$ cat src/rtl/ipd_ctrl_param_if.sv
// Sample/gain/handshake bundle between the ADC sample path and the I-PD controller.
interface ipd_ctrl_param_if #(
    parameter int W  = 13,
    parameter int KW = 13,
    parameter int OW = 2 * W
);
    logic                 Rx_En;
    logic signed [W-1:0]  Pot;
    logic signed [W-1:0]  Ref;
    logic signed [KW-1:0] Kp;
    logic signed [KW-1:0] Ki;
    logic signed [KW-1:0] Kd;
    logic                 Clr_I;
    logic signed [OW-1:0] Yk;
    logic                 Done;
    logic                 Busy;
    logic                 Sat;
    logic                 Overrun;

    modport master (
        output Rx_En, Pot, Ref, Kp, Ki, Kd, Clr_I,
        input  Yk, Done, Busy, Sat, Overrun
    );

    modport slave (
        input  Rx_En, Pot, Ref, Kp, Ki, Kd, Clr_I,
        output Yk, Done, Busy, Sat, Overrun
    );
endinterface

$ cat src/rtl/ipd_ctrl_param.sv
// I-PD servo controller: Yk = I(k) - Kp*Pot - Kd*(Pot - Pot(k-1)), I(k) = I(k-1) + Ki*(Ref - Pot).
// Define IPD_ANTIWINDUP_EN to freeze the integrator whenever the output would clip.
module ipd_ctrl_param #(
    parameter int W  = 13,
    parameter int KW = 13,
    parameter int OW = 2 * W
) (
    input  logic              Clk_G,
    input  logic              Rst_G,
    ipd_ctrl_param_if.slave   bus
);
    localparam int PW = W + KW + 1;
    // Sum width covers the integrator plus three full products, so nothing wraps before clamping.
    localparam int SW = ((OW > PW) ? OW : PW) + 2;
    localparam logic signed [SW-1:0] SAT_HI = {{(SW-OW+1){1'b0}}, {(OW-1){1'b1}}};
    localparam logic signed [SW-1:0] SAT_LO = {{(SW-OW+1){1'b1}}, {(OW-1){1'b0}}};

    typedef enum logic [2:0] {IDLE, LATCH, MUL, SUM, OUT} state_t;

    state_t state, state_nxt;
    logic   accept;

    logic signed [W-1:0]  pot_p0, ref_p0, pot_prev;
    logic signed [KW-1:0] kp_p0, ki_p0, kd_p0;
    logic signed [W:0]    ek_p1, dp_p1;
    logic signed [PW-1:0] p_p2, d_p2, mi_p2;
    logic signed [SW-1:0] inew_p2, yraw_p2, yraw_p3;
    logic signed [OW-1:0] integ, yk;
    logic                 done, busy, sat, overrun, hold_i;

    function automatic logic is_sat(input logic signed [SW-1:0] x);
        return (x > SAT_HI) || (x < SAT_LO);
    endfunction

    function automatic logic signed [OW-1:0] clamp(input logic signed [SW-1:0] x);
        if (x > SAT_HI)
            return SAT_HI[OW-1:0];
        else if (x < SAT_LO)
            return SAT_LO[OW-1:0];
        else
            return x[OW-1:0];
    endfunction

    always_comb begin
        state_nxt = state;
        accept    = 1'b0;
        case (state)
            IDLE: begin
                accept = bus.Rx_En;
                if (bus.Rx_En)
                    state_nxt = LATCH;
            end
            LATCH:   state_nxt = MUL;
            MUL:     state_nxt = SUM;
            SUM:     state_nxt = OUT;
            OUT:     state_nxt = IDLE;
            default: state_nxt = IDLE;
        endcase
    end

    always_comb begin
        inew_p2 = SW'(integ) + SW'(mi_p2);
        yraw_p2 = inew_p2 - SW'(p_p2) - SW'(d_p2);
    end

`ifdef IPD_ANTIWINDUP_EN
    assign hold_i = is_sat(yraw_p2);
`else
    assign hold_i = 1'b0;
`endif

    always_ff @(posedge Clk_G or posedge Rst_G) begin
        if (Rst_G) begin
            state    <= IDLE;
            busy     <= 1'b0;
            done     <= 1'b0;
            sat      <= 1'b0;
            overrun  <= 1'b0;
            yk       <= '0;
            integ    <= '0;
            pot_prev <= '0;
        end else begin
            state   <= state_nxt;
            done    <= 1'b0;
            overrun <= bus.Rx_En && (state != IDLE);
            if (accept)
                busy <= 1'b1;
            else if (state == OUT)
                busy <= 1'b0;
            if (state == SUM && !hold_i)
                integ <= clamp(inew_p2);
            if (state == OUT) begin
                yk       <= clamp(yraw_p3);
                sat      <= is_sat(yraw_p3);
                done     <= 1'b1;
                pot_prev <= pot_p0;
            end
            // Clear wins over any coincident integrator or Pot(k-1) update.
            if (bus.Clr_I) begin
                integ    <= '0;
                pot_prev <= '0;
            end
        end
    end

    always_ff @(posedge Clk_G) begin
        // p0: sample and gains captured on accept
        if (accept) begin
            pot_p0 <= bus.Pot;
            ref_p0 <= bus.Ref;
            kp_p0  <= bus.Kp;
            ki_p0  <= bus.Ki;
            kd_p0  <= bus.Kd;
        end
        // p1: error and position delta
        if (state == LATCH) begin
            ek_p1 <= (W+1)'(ref_p0) - (W+1)'(pot_p0);
            dp_p1 <= (W+1)'(pot_p0) - (W+1)'(pot_prev);
        end
        // p2: full-precision products
        if (state == MUL) begin
            p_p2  <= PW'(kp_p0) * PW'(pot_p0);
            d_p2  <= PW'(kd_p0) * PW'(dp_p1);
            mi_p2 <= PW'(ki_p0) * PW'(ek_p1);
        end
        // p3: unclamped output sum
        if (state == SUM)
            yraw_p3 <= yraw_p2;
    end

    assign bus.Yk      = yk;
    assign bus.Done    = done;
    assign bus.Busy    = busy;
    assign bus.Sat     = sat;
    assign bus.Overrun = overrun;
endmodule
$ cat src/flat_wrapper.sv
// flat-port wrapper written by rule: the top's interface ports become plain ports
module ipd_ctrl_param_flat 
#(
    parameter int W  = 13,
    parameter int KW = 13,
    parameter int OW = 2 * W
)
  (Clk_G, Rst_G, bus_Rx_En, bus_Pot, bus_Ref, bus_Kp, bus_Ki, bus_Kd, bus_Clr_I, bus_Yk, bus_Done, bus_Busy, bus_Sat, bus_Overrun);
  ipd_ctrl_param_if #(.W(W), .KW(KW), .OW(OW)) bus_i ();
  input  logic Clk_G;
  input  logic Rst_G;
  input wire logic [$bits(bus_i.Rx_En)-1:0] bus_Rx_En;
  input wire logic [$bits(bus_i.Pot)-1:0] bus_Pot;
  input wire logic [$bits(bus_i.Ref)-1:0] bus_Ref;
  input wire logic [$bits(bus_i.Kp)-1:0] bus_Kp;
  input wire logic [$bits(bus_i.Ki)-1:0] bus_Ki;
  input wire logic [$bits(bus_i.Kd)-1:0] bus_Kd;
  input wire logic [$bits(bus_i.Clr_I)-1:0] bus_Clr_I;
  output wire logic [$bits(bus_i.Yk)-1:0] bus_Yk;
  output wire logic [$bits(bus_i.Done)-1:0] bus_Done;
  output wire logic [$bits(bus_i.Busy)-1:0] bus_Busy;
  output wire logic [$bits(bus_i.Sat)-1:0] bus_Sat;
  output wire logic [$bits(bus_i.Overrun)-1:0] bus_Overrun;
  assign bus_i.Rx_En = bus_Rx_En;
  assign bus_i.Pot = bus_Pot;
  assign bus_i.Ref = bus_Ref;
  assign bus_i.Kp = bus_Kp;
  assign bus_i.Ki = bus_Ki;
  assign bus_i.Kd = bus_Kd;
  assign bus_i.Clr_I = bus_Clr_I;
  assign bus_Yk = bus_i.Yk;
  assign bus_Done = bus_i.Done;
  assign bus_Busy = bus_i.Busy;
  assign bus_Sat = bus_i.Sat;
  assign bus_Overrun = bus_i.Overrun;
  ipd_ctrl_param #(.W(W), .KW(KW), .OW(OW)) u_core (.Clk_G(Clk_G), .Rst_G(Rst_G), .bus(bus_i));
endmodule
$ cat config.mk
export PLATFORM = sky130hd
export DESIGN_NAME = ipd_ctrl_param_flat
export DESIGN_NICKNAME = d
export VERILOG_FILES = /design/src/rtl/ipd_ctrl_param_if.sv /design/src/rtl/ipd_ctrl_param.sv /design/src/flat_wrapper.sv
export SDC_FILE = /design/constraint.sdc
export NUM_CORES = 2
export LEC_CHECK = 0
export ABC_AREA = 0
export CAP_MARGIN = 20
export CORE_AREA = 2 2 254 256
export CTS_BUF_LIST = sky130_fd_sc_hd__clkbuf_2
export CTS_CLUSTER_DIAMETER = 80
export CTS_CLUSTER_SIZE = 24
export DETAILED_ROUTE_END_ITERATION = 7
export DIE_AREA = 0 0 256 258
export PLACE_DENSITY = 0.7
export SLEW_MARGIN = 5
export SYNTH_ARGS = -nofsm -noshare
export SYNTH_HDL_FRONTEND = slang
export SYNTH_SLANG_ARGS = --single-unit
$ cat constraint.sdc
create_clock -name Clk_G -period 10.7 [get_ports Clk_G]
set_input_delay 2.14 -clock Clk_G [delete_from_list [all_inputs] [get_ports Clk_G]]
set_output_delay 2.14 -clock Clk_G [all_outputs]
set_load 0.02 [all_outputs]
* Word level (Yosys, flattened, before mapping)
Index checks and enable logic that the tools add are counted.
** Storage, ports and cells
- Register bits :: 274
- Bits of input ports :: 69
- Word-level logic and storage cells :: 57
** Operators by class
- Add/subtract/negate cells :: 5
- $mul :: 3
- Magnitude comparators :: 4
- Equal/unequal tests :: 5
- Multiplexer cells :: 14
- Reduce and logical (&&, ||, !) cells :: 7
** Operator list (number)
- $mux W26 :: 6
- $mul A13 B14 Y27 :: 2
- $gt A29 B26 Y1 const B :: 1
- $lt A29 B26 Y1 const B :: 1
- $sub A28 B26 Y29 :: 1
- $sub A29 B27 Y29 :: 1
- $add A26 B27 Y28 :: 1
- $gt A28 B26 Y1 const B :: 1
- $lt A28 B26 Y1 const B :: 1
- $sub A13 B13 Y14 :: 2
- $mul A13 B13 Y26 :: 1
- $mux W13 :: 2
- $pmux W3 S4 :: 1
- $eq A3 B2 Y1 const B :: 2
- $reduce_bool A2 Y1 :: 3
- $mux W1 :: 4
- $eq A3 B1 Y1 const B :: 1
- $eq A3 B3 Y1 const B :: 1
- $logic_not A3 Y1 :: 1
- $mux W3 :: 1
- $reduce_bool A3 Y1 :: 1
- $ne A2 B2 Y1 const B :: 1
- $logic_and A1 B1 Y1 :: 1
- $logic_or A1 B1 Y1 :: 1

* Longest topological paths before layout
- Depth in word-level cells :: 6
- Mapped depth :: 24

* Least setup slack after synthesis
OpenSTA, ideal clock, no wires.
- Path type :: flip-flop to flip-flop
- Start point :: register u_core.state[1]
- End point :: register u_core.d_p2[0] (enable)
- Library setup time :: 0.633 ns
- Arrival time :: 6.388 ns
- Required time :: 10.067 ns
- Slack :: 3.679 ns
- Cell stages (with the launch flop) :: 3
- Cells stage by stage :: dfrtp_1 clkbuf_1 nor3b_1
** Between the ends
- Cells in the longest elaborated chain, start to end :: 1
** Ends and longest elaborated chain
- start, declared :: line ipd_ctrl_param.sv:20 : state_t state, state_nxt;
- start signal, assigned :: line ipd_ctrl_param.sv:83 : state <= state_nxt;
- $eq A3 B2 Y1 :: line ipd_ctrl_param.sv:121 : if (state == MUL) begin
- end signal, assigned :: line ipd_ctrl_param.sv:123 : d_p2 <= PW'(kd_p0) * PW'(dp_p1);
- end, declared :: line ipd_ctrl_param.sv:26 : logic signed [PW-1:0] p_p2, d_p2, mi_p2;
Every way passes these cells.
A chain may end at the register's enable or synchronous reset.

* Final worst setup path
- Start point :: register u_core.pot_p0[12]
- End point :: register u_core.p_p2[25] (netlist name)
** Between the ends
- Cells in the longest elaborated chain, start to end :: 1
** Ends and longest elaborated chain
- start, declared :: line ipd_ctrl_param.sv:23 : logic signed [W-1:0] pot_p0, ref_p0, pot_prev;
- start signal, assigned :: line ipd_ctrl_param.sv:109 : pot_p0 <= bus.Pot;
- $mul A13 B13 Y26 :: line ipd_ctrl_param.sv:122 : p_p2 <= PW'(kp_p0) * PW'(pot_p0);
Every way passes these cells.

==> impl_metrics.tcl <==
set metrics [dict create \
    worstMarginPinSlew_ps 1080 \
    ctsHoldBuffers 0 \
    yosysTopAreaCell "fa_1" \
    max-slew-margin-rel_pct 27.9 \
    hpwlAfterDp_um 56400 \
    die_area_um2 66000 \
    via_per_inst 5.25 \
    fmax_ghz 0.150 \
    cpPeakStageDelay_ps 750 \
    reg2regPathDepth 17 \
    critical_path.top_delay_family "adder cells" \
    grt_antenna_before_repair 3 \
    grt_use_total_pct 22.0 \
    cts.sinks 274 \
    yosys_most_used_dff "edfxtp_1" \
    port_buffers 98 \
    path_max_fanout 11 \
    clock_latency_ps 1150 \
    hold_slack_ps 502 \
    cts_setup_buffers 0 \
    rsz0062_at_grt "false" \
    drt_first_pass_iters 5 \
    min_period_over_period_pct 62.1 \
    tritoncts "done" \
    end_kind "flip-flop" \
    final_cell_count_no_fill 4199 \
    fin_crit_ps 6650 \
    cts-buffers-inserted 26 \
    drc 0 \
    critical_path.endpoint "u_core.p_p2[25]" \
    synth_seq_cells 274 \
    post_cts_resized 0 \
    ant_nets 0 \
    final_cell_mix "inv_1, fa_1, nand2_1" \
    synthArstFlopShare_pct 26.3 \
    cp.depth 17 \
    grtUsageMet3_pct 2.08 \
    fp-row-count 93 \
    core_um2 63600 \
    rr_endpoint "u_core.p_p2[25]" \
    crit_path_frequent_cell "fa_1" \
    wire_per_inst_um 16.6 \
    grt_overflow 0 \
    final_layout_size_suffix_gt1_share_pct 2.54 \
    critical_path_buf_inv_count 1 \
    yosys-top-cells-area "fa_1, edfxtp_1, ha_1" \
    status "finished, final reports clean" \
    h-tree-depth 1 \
    grt_pass1_wl_um 118000 \
    top_usage_layer "met2" \
    netlist_area_um2 33200 \
    finalNetCount 4215 \
    crit_chain "inv_1 > nor2_1 > fa_1 > fa_1 > fa_1 > fa_1 > fa_1 > ha_1 > ha_1 > a21oi_1 > nand2_1 > a2111oi_0 > a21oi_1 > o41ai_1 > o2111ai_1 > a21oi_1 > xnor2_1" \
    dp_cells 4146 \
    drt_wl_total_um 69600 \
    yosys_warnings 0 \
    cp_slowest_cell "edfxtp_1" \
    via_count 22055 \
    synth_fp_nets 4183 \
    max_cap_viol_count 0 \
    fin_skew_ps 133 \
    root_buffer "clkbuf_2" \
    cts_buffer_depth 3 \
    postSynthCellCount 3289 \
    die_w_um 256 \
    reg2reg_slack_ps 4050 \
    clkSlewWorstSetupHoldPaths_ps 410 \
    crit_required_ps 11510 \
    pin_count 99 \
    r2r_start "u_core.pot_p0[12]" \
    drv_slew 0 \
    yosysTopAreaCellShare_pct 32.5 \
    finalSetupViolations 0 \
    fillCellCount 5603 \
    yosysSeqAreaShare_pct 23.7 \
    grt_max_degree 73 \
    synth.avg_cell_area_um2 10.1 \
    critPathLaunchType "flip-flop" \
    die_h_um 258 \
    place.gp.congestion 0.886 \
    layout_commonest_cell "inv_1" \
    drtIter0Drc 1219 \
    setup_tns_ps 0 \
    gr-usage-met2_pct 37.6 \
    synth_edf_count 202 \
    hold_viol_final 0 \
    cp-startpoint "u_core.pot_p0[12]" \
    hold_class "reg -> reg" \
    ys_types 71 \
    grtUsageMet1_pct 30.5 \
    grt_pass1_vias 23297 \
    area_delta_synth_final_pct 6.66 \
    initial_core_util_pct 52.2 \
    path_class "reg -> reg" \
    cp.arrival_ps 7460 \
]
-- worst min path at each step --
| stage | from | endpoint | slack (ps) | cells past startpoint |
|---|---|---|---|---|
| 3_3_place_gp | u_core.bus.Yk[2] | u_core.bus.Yk[2] | 450 | 2 |
| 3_5_place_dp | u_core.bus.Yk[17] | u_core.bus.Yk[17] | 460 | 2 |
| 5_1_grt | u_core.bus.Yk[2] | u_core.bus.Yk[2] | 540 | 2 |
| 2_1_floorplan | u_core.yraw_p3[0] | u_core.bus.Yk[0] | 460 | 2 |
| 4_1_cts | u_core.yraw_p3[3] | u_core.bus.Yk[3] | 510 | 2 |
| 6_report | u_core.yraw_p3[2] | u_core.bus.Yk[2] | 500 | 2 |
-- cells by family after synthesis --
group	share of synthesized area, %
simple gates	12.8
compound gates	7.47
xor+xnor	3.77
mux	0.124
flops	23.7
fa+ha+maj	43.2
buf+inv	8.95
-- metrics by stage --
step / cell area, µm² / utilization [%] / worst slack [ps]
2_1_floorplan: 33200 / - / 3680
3_3_place_gp: 35000 / 54.9 / 4300
3_5_place_dp: 35000 / 54.9 / 4120
4_1_cts: 35400 / 55.6 / 4050
5_1_grt: 35500 / 55.7 / 3620
6_report: 35500 / 55.7 / 4050
-- synth_stat cells, drive strengths merged (3+ instances only) --
master,count
nand4,8
o41ai,4
xnor2,107
a21boi,11
ha,286
a221o,24
edfxtp,202
inv,680
nor3b,4
o31ai,3
o21bai,15
a21oi,92
fa,539
clkbuf,101
a211oi,14
mux2i,3
a31o,3
or2,4
or3,4
nor2,106
a2111oi,3
nand4b,3
xor2,36
nor2b,26
o21a,20
o41a,3
nor4,3
nand3,28
a31oi,14
nand2,397
a21o,44
nor3,26
a211o,3
and2,238
buf,6
nand3b,3
o21ai,93
and3,12
o211ai,7
dfrtp,72
nand2b,20
-- final cells by class --
cell class	instances	area (µm²)	area share, %
Antenna cell	3	7.51	0.0212
Clock buffer	29	145	0.409
Clock inverter	19	293	0.826
Inverter	680	2550	7.20
Multi-Input combinational cell	2228	22400	63.2
Sequential cell	274	7870	22.2
Tap cell	855	1070	3.02
Timing Repair Buffer	111	1110	3.12
-- registers in the layout (all words and copies together), names as in the netlist, 14 cells and up --
signal          count
u_core.yraw_p3     29
u_core.mi_p2       27
u_core.ek_p1       14
u_core.integ       26
u_core.bus.Yk      26
u_core.dp_p1       14
u_core.d_p2        27
u_core.p_p2        26
-- worst min-delay path, delay by kind of cell, from the launching register on --
family | cells | cell delay (ps)
and+or+nand+nor | 1 | 60
DFF | 1 | 390
AOI/OAI and AO/OA | 1 | 70
-- per-layer routing --
layer / share of wire [%] / routed length (µm)
met2: 49 / 33900
met4: 2.2 / 1540
met3: 4.3 / 2970
met1: 45 / 31200
met5: 0.010 / 7
Power is left out: the tool's default activity adds up to more than one toggle a clock period on the data nets, which glitch-free logic cannot reach.
